### src/rtl/counter_cmd_sequencer_pkg.sv
// rtl/counter_cmd_sequencer_pkg.sv - opcodes, command record and FSM encoding for the counter command sequencer
package counter_cmd_sequencer_pkg;

  localparam logic [2:0] OP_NOP  = 3'd0;
  localparam logic [2:0] OP_LOAD = 3'd1;
  localparam logic [2:0] OP_INC  = 3'd2;
  localparam logic [2:0] OP_DEC  = 3'd3;
  localparam logic [2:0] OP_SHL  = 3'd4;
  localparam logic [2:0] OP_SHR  = 3'd5;

  // Command record at the default widths (W=4, RW=4); the FIFO payload uses the same field order.
  typedef struct packed {
    logic [2:0] op;
    logic [3:0] arg;
    logic [3:0] rep;
  } cmd_t;

  typedef enum logic {
    ST_IDLE  = 1'b0,
    ST_ISSUE = 1'b1
  } state_t;

  // Only the counting/shifting opcodes honour the repeat field.
  function automatic logic op_repeats(input logic [2:0] op);
    return (op == OP_INC) || (op == OP_DEC) || (op == OP_SHL) || (op == OP_SHR);
  endfunction

endpackage

### src/rtl/counter_cmd_sequencer_fifo.sv
// rtl/counter_cmd_sequencer_fifo.sv - synchronous command FIFO with registered pop output
module cmd_fifo #(
  parameter int DEPTH = 4,
  parameter int PW    = 11
) (
  input  logic          clk,
  input  logic          rst_n,
  input  logic          push,
  input  logic [PW-1:0] push_data,
  input  logic          pop,
  output logic [PW-1:0] pop_data,
  output logic          full,
  output logic          empty
);

  localparam int AW = $clog2(DEPTH);
  localparam logic [AW:0] FULL_CNT = (AW+1)'(DEPTH);

  logic [PW-1:0] mem [DEPTH];
  logic [AW-1:0] wr_ptr;
  logic [AW-1:0] rd_ptr;
  logic [AW:0]   count;
  logic          do_push;
  logic          do_pop;

  assign full    = (count == FULL_CNT);
  assign empty   = (count == '0);
  assign do_push = push && !full;
  assign do_pop  = pop && !empty;

  always_ff @(posedge clk) begin
    if (do_push) begin
      mem[wr_ptr] <= push_data;
    end
  end

  always_ff @(posedge clk or negedge rst_n) begin
    if (!rst_n) begin
      wr_ptr   <= '0;
      rd_ptr   <= '0;
      count    <= '0;
      pop_data <= '0;
    end else begin
      if (do_push) begin
        wr_ptr <= wr_ptr + 1'b1;
      end
      if (do_pop) begin
        rd_ptr   <= rd_ptr + 1'b1;
        pop_data <= mem[rd_ptr];
      end
      case ({do_push, do_pop})
        2'b10:   count <= count + 1'b1;
        2'b01:   count <= count - 1'b1;
        default: count <= count;
      endcase
    end
  end

endmodule

### src/rtl/counter_cmd_sequencer.sv
// rtl/counter_cmd_sequencer.sv - queued command sequencer driving one-hot counter strobes and a shadow value
module counter_cmd_sequencer
  import counter_cmd_sequencer_pkg::*;
#(
  parameter int W     = 4,
  parameter int DEPTH = 4,
  parameter int RW    = 4
) (
  input  logic          C,
  input  logic          RN,
  input  logic          CMD_VALID,
  output logic          CMD_READY,
  input  logic [2:0]    CMD_OP,
  input  logic [W-1:0]  CMD_ARG,
  input  logic [RW-1:0] CMD_REP,
  output logic [W-1:0]  D,
  output logic          L,
  output logic          INC,
  output logic          DEC,
  output logic          SHL,
  output logic          SHR,
  output logic          BUSY,
  output logic [W-1:0]  SHADOW,
  output logic          ERR
);

  localparam int PW = 3 + W + RW;

  state_t        state;
  logic          full;
  logic          empty;
  logic          pop;
  logic [PW-1:0] cur;
  logic [2:0]    cur_op;
  logic [W-1:0]  cur_arg;
  logic [RW-1:0] cur_rep;
  logic [RW-1:0] rep_cnt;
  logic [RW-1:0] remaining;
  logic          first;

  cmd_fifo #(.DEPTH(DEPTH), .PW(PW)) u_fifo (
    .clk       (C),
    .rst_n     (RN),
    .push      (CMD_VALID),
    .push_data ({CMD_OP, CMD_ARG, CMD_REP}),
    .pop       (pop),
    .pop_data  (cur),
    .full      (full),
    .empty     (empty)
  );

  assign cur_op  = cur[PW-1 -: 3];
  assign cur_arg = cur[RW +: W];
  assign cur_rep = cur[RW-1:0];

  // The repeat field only becomes visible once the registered pop lands, so the
  // first issue cycle takes it straight from the command register.
  assign remaining = first ? (op_repeats(cur_op) ? cur_rep : '0) : rep_cnt;

  assign pop       = !empty && ((state == ST_IDLE) || (remaining == '0));
  assign CMD_READY = !full;
  assign BUSY      = (state == ST_ISSUE) || !empty;

  always_ff @(posedge C or negedge RN) begin
    if (!RN) begin
      state   <= ST_IDLE;
      rep_cnt <= '0;
      first   <= 1'b0;
      L       <= 1'b0;
      INC     <= 1'b0;
      DEC     <= 1'b0;
      SHL     <= 1'b0;
      SHR     <= 1'b0;
      D       <= '0;
      SHADOW  <= '0;
      ERR     <= 1'b0;
    end else begin
      L   <= 1'b0;
      INC <= 1'b0;
      DEC <= 1'b0;
      SHL <= 1'b0;
      SHR <= 1'b0;
      case (state)
        ST_IDLE: begin
          if (!empty) begin
            state   <= ST_ISSUE;
            first   <= 1'b1;
            rep_cnt <= '0;
          end
        end
        ST_ISSUE: begin
          case (cur_op)
            OP_NOP: ;
            OP_LOAD: begin
              L      <= 1'b1;
              D      <= cur_arg;
              SHADOW <= cur_arg;
            end
            OP_INC: begin
              INC    <= 1'b1;
              D      <= cur_arg;
              SHADOW <= SHADOW + 1'b1;
            end
            OP_DEC: begin
              DEC    <= 1'b1;
              D      <= cur_arg;
              SHADOW <= SHADOW - 1'b1;
            end
            OP_SHL: begin
              SHL    <= 1'b1;
              D      <= cur_arg;
              SHADOW <= {SHADOW[W-2:0], cur_arg[0]};
            end
            OP_SHR: begin
              SHR    <= 1'b1;
              D      <= cur_arg;
              SHADOW <= {cur_arg[W-1], SHADOW[W-1:1]};
            end
            default: ERR <= 1'b1;
          endcase
          if (remaining != '0) begin
            rep_cnt <= remaining - 1'b1;
            first   <= 1'b0;
          end else if (!empty) begin
            first   <= 1'b1;
            rep_cnt <= '0;
          end else begin
            state   <= ST_IDLE;
            first   <= 1'b0;
          end
        end
        default: state <= ST_IDLE;
      endcase
    end
  end

endmodule

### config.mk
export PLATFORM = sky130hd
export DESIGN_NAME = counter_cmd_sequencer
export DESIGN_NICKNAME = d
export VERILOG_FILES = /design/src/rtl/counter_cmd_sequencer_pkg.sv /design/src/rtl/counter_cmd_sequencer_fifo.sv /design/src/rtl/counter_cmd_sequencer.sv
export SDC_FILE = /design/constraint.sdc
export NUM_CORES = 1
export LEC_CHECK = 0
export ABC_AREA = 0
export BUFFER_PORTS_ARGS = -buffer_cell sky130_fd_sc_hd__buf_4
export CORE_AREA = 2 2 100 73
export DETAILED_ROUTE_END_ITERATION = 8
export DIE_AREA = 0 0 102 75
export PLACE_DENSITY = 0.73
export SETUP_SLACK_MARGIN = 0.02
export SYNTH_ARGS = -nofsm -noshare
export SYNTH_HDL_FRONTEND = slang
export SYNTH_SLANG_ARGS = --single-unit
### constraint.sdc
create_clock -name C -period 3.7 [get_ports C]
set_input_delay 0.185 -clock C [delete_from_list [all_inputs] [get_ports C]]
set_output_delay 0.185 -clock C [all_outputs]
set_load 0.02 [all_outputs]
==> out/summary.txt, run 1 <==
status -> completed
synth-to-layout area growth -> 14.28%
CP arrival -> 3530 ps
Post-Route WL -> 6.057 mm
gate count of the mapped netlist -> 229
Rel. slew slack -> 47.03%
largest net degree at the start of global routing -> 39
row count -> 25
DR pass1 iterations -> 4
Synth top cells by count -> edfxtp_1, dfrtp_1, inv_1, mux2_2, o21ai_0
synthesized area per cell -> 15.57 um^2
worst vdd rail ir drop -> 0.3664 mV
Syn Std Cell Area -> 0.003566 mm^2
gpl congestion -> 0.9013
worst reg-to-reg setup slack -> 450 ps
post-route minimum period -> 3255 ps
dpl hpwl -> 4.123 mm
grt met1 use -> 26.17%
GR peak layer -> met2
Max Cap Viol -> 0
total congestion overflow -> 0
Synth Register Bits -> 82
RSZ-0062 raised after global routing -> no
WP data required -> 3980 ps
Inserted Clock Buffers -> 9
final instance count without filler cells -> 363
initial DRC count -> 129
syn_nets -> 255
die height -> 75 um
Cell Pwr Density -> 930.7 mW/mm^2
Clock Skews -> 5.371 ps
Port Buffers -> 29
ANT nets after route -> 0
top-count cell post-synth -> edfxtp_1
initial antenna violation count -> 0
met3 Track Usage GR -> 6.314%
number of synthesized flops with an enable pin -> 44
CTS sink cnt -> 82
GRT Total Usage -> 18.45%
Unique masters post-synth -> 46
Final Hold Viols -> 0
clock buffer depth -> 2
Root Driver -> clkbuf_8
Slew @ Worst Pin -> 794.6 ps
Pleak -> 1.625 nW
largest area contributor in the netlist -> edfxtp_1
area of the core -> 0.006631 mm^2
Inst Count DP -> 346
later-pin clock latency in the skew report -> 350 ps
met2 Usage GRT -> 27.19%
fin crit share -> 87.96%
max-slew violations -> 0
Max Freq -> 307.3 MHz
post-CTS resize count -> 0
TNS Setup -> 0 ps
layout cell share with drive strength beyond 1 -> 29.37%
IO Pins -> 30
Hold Path Class -> in -> reg
Crit Path Category -> reg -> reg
WL/cell -> 16.69 um
Via Count -> 1921
Max FO, Critical Path -> 11
share of the synthesized area in the top cell type -> 37.05%
top cells by area, synth -> edfxtp_1, dfrtp_1, mux4_2
Synth Warn # -> 0
Post-route DRC -> 0
vias in the first global route -> 1933
Initial Util -> 53.77%
die area -> 0.007650 mm^2
Primary FF master, synth -> edfxtp_1
routed vias/inst -> 5.292
Layout Nets -> 290
CTS tree -> yes
# H-tree levels -> 3
first-pass GRT wire length -> 10.10 mm
CP endpoint kind -> flip-flop
final setup vio count -> 0
sequential share of the synthesized area -> 63.72%
diodes inserted -> 0
Setup Fix Bufs, Post-CTS -> 0
crit start category -> flip-flop
ys async rst share -> 46.34%
chip width -> 102 um
clk slew on worst S/H paths -> 80 ps
kinds of logic after synthesis:
family	count (synthesis)	synth area share, %
XOR/XNOR	11	2.912
multiplexers	28	12.70
buffers and inverters	20	2.667
AO/OA/AOI/OAI	37	7.264
flip-flops	82	63.72
AND/OR/NAND/NOR	39	6.105
adder cells (fa/ha/maj)	12	4.632
worst max-delay path, stage by stage, from the launching register on:
cell and delay (ps):
dfrtp_1 410, inv_1 100, ha_1 470, inv_1 170
a31oi_1 250, ha_1 280, a31oi_2 150, a311oi_4 300
ha_1 220, inv_1 60, fa_1 370, xor2_1 150
nor2_1 110, xor2_1 140
area by class of cell:
cell class	count	area, um^2
clock buffer	9	123.9
clock inverter	7	78.83
fill	538	2556
inverter	13	48.80
multi-input combinational	127	1199
sequential	82	2272
tap	94	117.6
timing repair buffer	31	235.2
layer usage:
| metal | up-vias | share of wire, % |
|---|---|---|
| met4 | 0 | 1.3 |
| met2 | 43 | 46 |
| li1 | 921 | - |
| met5 | - | 0 |
| met1 | 950 | 48 |
| met3 | 7 | 4.2 |
placed cells by master, fill, tap and decap left out, types with 6 or more instances in the layout:
master    instances
o21ai_0          12
clkbuf_8          9
mux4_2           11
buf_4            30
a21oi_1           6
edfxtp_1         44
inv_1            13
ha_1             10
and3_1            6
mux2_2           12
nand2_1          11
dfrtp_1          38
stage by stage:
| step | area, um^2 | total power [mW] | setup WS, ps | utilization, % | hold slack, ps |
|---|---|---|---|---|---|
| after floorplan | 3566 | 2.763 | 462.0 | - | -110.6 |
| after global placement | 3862 | 3.126 | 585.2 | 58.25 | 171.3 |
| after detailed placement | 3862 | 3.182 | 504.1 | 58.25 | 178.1 |
| after CTS | 4075 | 3.829 | 462.9 | 61.45 | 16.37 |
| after global routing | 4075 | 4.078 | 162.3 | 61.45 | 7.791 |
| final | 4075 | 3.793 | 445.4 | 61.45 | 30.73 |
power by group:
part	switching, mW	total [mW]	internal (mW)
registers	0.289	1.57	1.28
logic	0.781	1.58	0.798
clock network	0.325	0.641	0.316
sequential cells by signal (all words and copies together), names as in the netlist:
| register | cells |
|---|---|
| SHL | 1 |
| first | 1 |
| SHADOW | 4 |
| SHR | 1 |
| u_fifo.count | 3 |
| rep_cnt | 4 |
| DEC | 1 |
| L | 1 |
| u_fifo.wr_ptr | 2 |
| ERR | 1 |
| D | 4 |
| u_fifo.rd_ptr | 2 |
| state | 1 |
| INC | 1 |
| u_fifo.pop_data | 11 |
| u_fifo.mem | 44 |
timing repair:
action	CTS	global route
setup endpoints to repair	0	0
hold buffers	1	0
endpoints found under the hold margin	38	0
path summary, 6_finish.rpt:
| path | to | from | depth (start not counted) |
|---|---|---|---|
| min in group asynchronous | INC | RN | 2 |
| min | u_fifo.mem[3][2] | CMD_REP[2] | 1 |
| max | u_fifo.count[2] | u_fifo.pop_data[10] | 13 |
| min reg2reg | ERR | ERR | 1 |
| max in group asynchronous | u_fifo.pop_data[1] | RN | 2 |
| max reg2reg | u_fifo.count[2] | u_fifo.pop_data[10] | 13 |
Power figures use the tool's default switching activity.
==> inputs of run 2 (changes only) <==
Settings changed: BUFFER_PORTS_ARGS -buffer_cell sky130_fd_sc_hd__buf_4 to -buffer_cell sky130_fd_sc_hd__buf_2, RECOVER_POWER from default to 50.
==> out/summary.txt, run 2 (synthesized netlist as in run 1, its figures left out) <==
GRT Total Usage -> 17.95% (-0.50 points)
Layout Nets -> 290 (unchanged)
Max FO, Critical Path -> 11 (unchanged)
vias in the first global route -> 1949 (+0.83%)
Most flops, register -> u_fifo.mem
layout cell share with drive strength beyond 1 -> 21.19% (-8.2 points)
Post-DP Area -> 0.003790 mm^2 (-1.9%)
DR pass1 iterations -> 4 (unchanged)
final setup vio count -> 0 (unchanged)
final instance area -> 0.003955 mm^2 (-2.9%)
Slew @ Worst Pin -> 2023 ps (+1228 ps)
synth-to-layout area growth -> 10.91%
area of the core -> 0.006631 mm^2 (unchanged)
Logic pwr share -> 41.6% (about the same)
CTS sink cnt -> 82 (unchanged)
Clk pwr share -> 16.0% (-0.9 points)
first-pass GRT wire length -> 9.901 mm (-2.0%)
Max Cap Viol -> 1 (+1)
Flop pwr share -> 42.4% (+0.9 points)
largest net degree at the start of global routing -> 39 (unchanged)
gpl congestion -> 0.9165 (+1.7%)
commonest non-fill, non-tap cell in the layout -> edfxtp_1
dpl hpwl -> 4.079 mm (-1.1%)
hold_ws -> 79.27 ps (+48.54 ps)
CP startpoint -> u_fifo.pop_data[10]
pre-CTS setup slack -> 429.2 ps (-74.89 ps)
Pwr Total -> 3.685 mW (-2.8%)
crit start category -> flip-flop
Initial Util -> 53.77% (unchanged)
Crit Path Category -> reg -> reg
later-pin clock latency in the skew report -> 360 ps (about the same)
multi-input logic area -> 0.001199 mm^2 (unchanged)
top flop regs -> u_fifo.mem (44), u_fifo.pop_data (11)
Port Buffers -> 29 (unchanged)
Layout Utilization -> 59.64% (-1.8 points)
ANT nets after route -> 0 (unchanged)
TNS Setup -> 0 ps (unchanged)
row count -> 25 (unchanged)
Final Hold Viols -> 0 (unchanged)
post-route minimum period -> 3303 ps (+48.09 ps)
post-route setup slack -> 397.3 ps (-48.09 ps)
WL/cell -> 16.33 um (-2.1%)
Pleak -> 1.532 nW (-5.7%)
CP endpoint kind -> flip-flop
fin crit share -> 89.26% (+1.3 points)
commonest cells after routing, fill and taps aside -> edfxtp_1, dfrtp_1, clkbuf_1, inv_1
initial antenna violation count -> 0 (unchanged)
RSZ-0062 raised after global routing -> no
Via Count -> 1953 (+1.7%)
Inst Count DP -> 346 (unchanged)
Inserted Clock Buffers -> 9 (unchanged)
failing checks -> max-capacitance violations, max-slew violations
P_sw -> 1.406 mW (+0.75%)
Hold Path Class -> in -> reg
CTS tree -> yes
max reg flops -> 44 (unchanged)
IO Pins -> 30 (unchanged)
Internal -> 2.279 mW (-4.9%)
initial DRC count -> 76 (-41%)
status -> finished with violations
Fillers -> 532 (-1.1%)
Max Freq -> 302.8 MHz (-1.5%)
total congestion overflow -> 0 (unchanged)
diodes inserted -> 0 (unchanged)
Post-Route WL -> 5.927 mm (-2.1%)
Root Driver -> clkbuf_8
Sw Ratio -> 38.15% (+1.4 points)
clock buffer depth -> 2 (unchanged)
Post-route DRC -> 0 (unchanged)
Cell Pwr Density -> 931.8 mW/mm^2 (+0.12%)
# H-tree levels -> 3 (unchanged)
CP arrival -> 3590 ps (+60 ps)
hold path start -> CMD_REP[1]
Register Area -> 0.002272 mm^2 (unchanged)
die area -> 0.007650 mm^2 (unchanged)
Rel. slew slack -> -34.87% (-82 points)
worst vdd rail ir drop -> 0.3981 mV (+8.6%)
Clock Skews -> 8.012 ps (+2.642 ps)
routed vias/inst -> 5.380 (+1.7%)
clk slew on worst S/H paths -> 90 ps (about the same)
worst flop-to-flop path startpoint -> u_fifo.pop_data[10]
final instance count without filler cells -> 363 (unchanged)
chip width -> 102 um (unchanged)
WP data required -> 3980 ps (about the same)
max-slew violations -> 39 (+39)
die height -> 75 um (unchanged)
-- run 2: final cells by class --
class / instances / area share, %
Clock buffer: 9 / 3.132
Clock inverter: 7 / 1.487
Inverter: 13 / 1.234
Multi-Input combinational cell: 127 / 30.31
Sequential cell: 82 / 57.45
Tap cell: 94 / 2.974
Timing Repair Buffer: 31 / 3.417
-- run 2: power by group through the flow --
stage	registers, mW	logic (mW)	clock network [mW]
4_1_cts	1.56	1.56	0.608
5_1_grt	1.61	1.70	0.646
6_report	1.56	1.53	0.590
2_1_floorplan	1.53	1.23	0
3_5_place_dp	1.59	1.55	0
3_3_place_gp	1.57	1.51	0
-- run 2: worst max-delay path, stage by stage, from the launching register on --
cell,delay [ps]
dfrtp_1,400
inv_1,100
ha_1,490
inv_1,170
a31oi_1,260
ha_1,290
a31oi_2,150
a311oi_4,310
ha_1,230
inv_1,60
fa_1,370
xor2_1,150
nor2_1,100
xor2_1,140
-- run 2: what timing repair did --
item	4_1_cts	5_1_grt
hold buffers	1	0
setup buffers	0	0
gates resized for setup	0	0
hold endpoints to repair	38	0
-- run 2: layer usage --
metal | global-route usage [%] | wire [um] | up-vias
met3 | 5.385 | 308 | 11
li1 | - | - | 925
met2 | 27.27 | 2641 | 59
met4 | 7.111 | 110 | 0
met1 | 24.87 | 2866 | 958
met5 | 0 | 0 | -
-- run 2: final timing paths --
kind                               endpoint  slack, ps  cells after the start
min reg2reg                             ERR        460                      1
max reg2reg                 u_fifo.count[2]        400                     13
min                        u_fifo.mem[1][1]         80                      1
max in group asynchronous   u_fifo.count[0]       1600                      2
min in group asynchronous               DEC        940                      2
max                         u_fifo.count[2]        400                     13
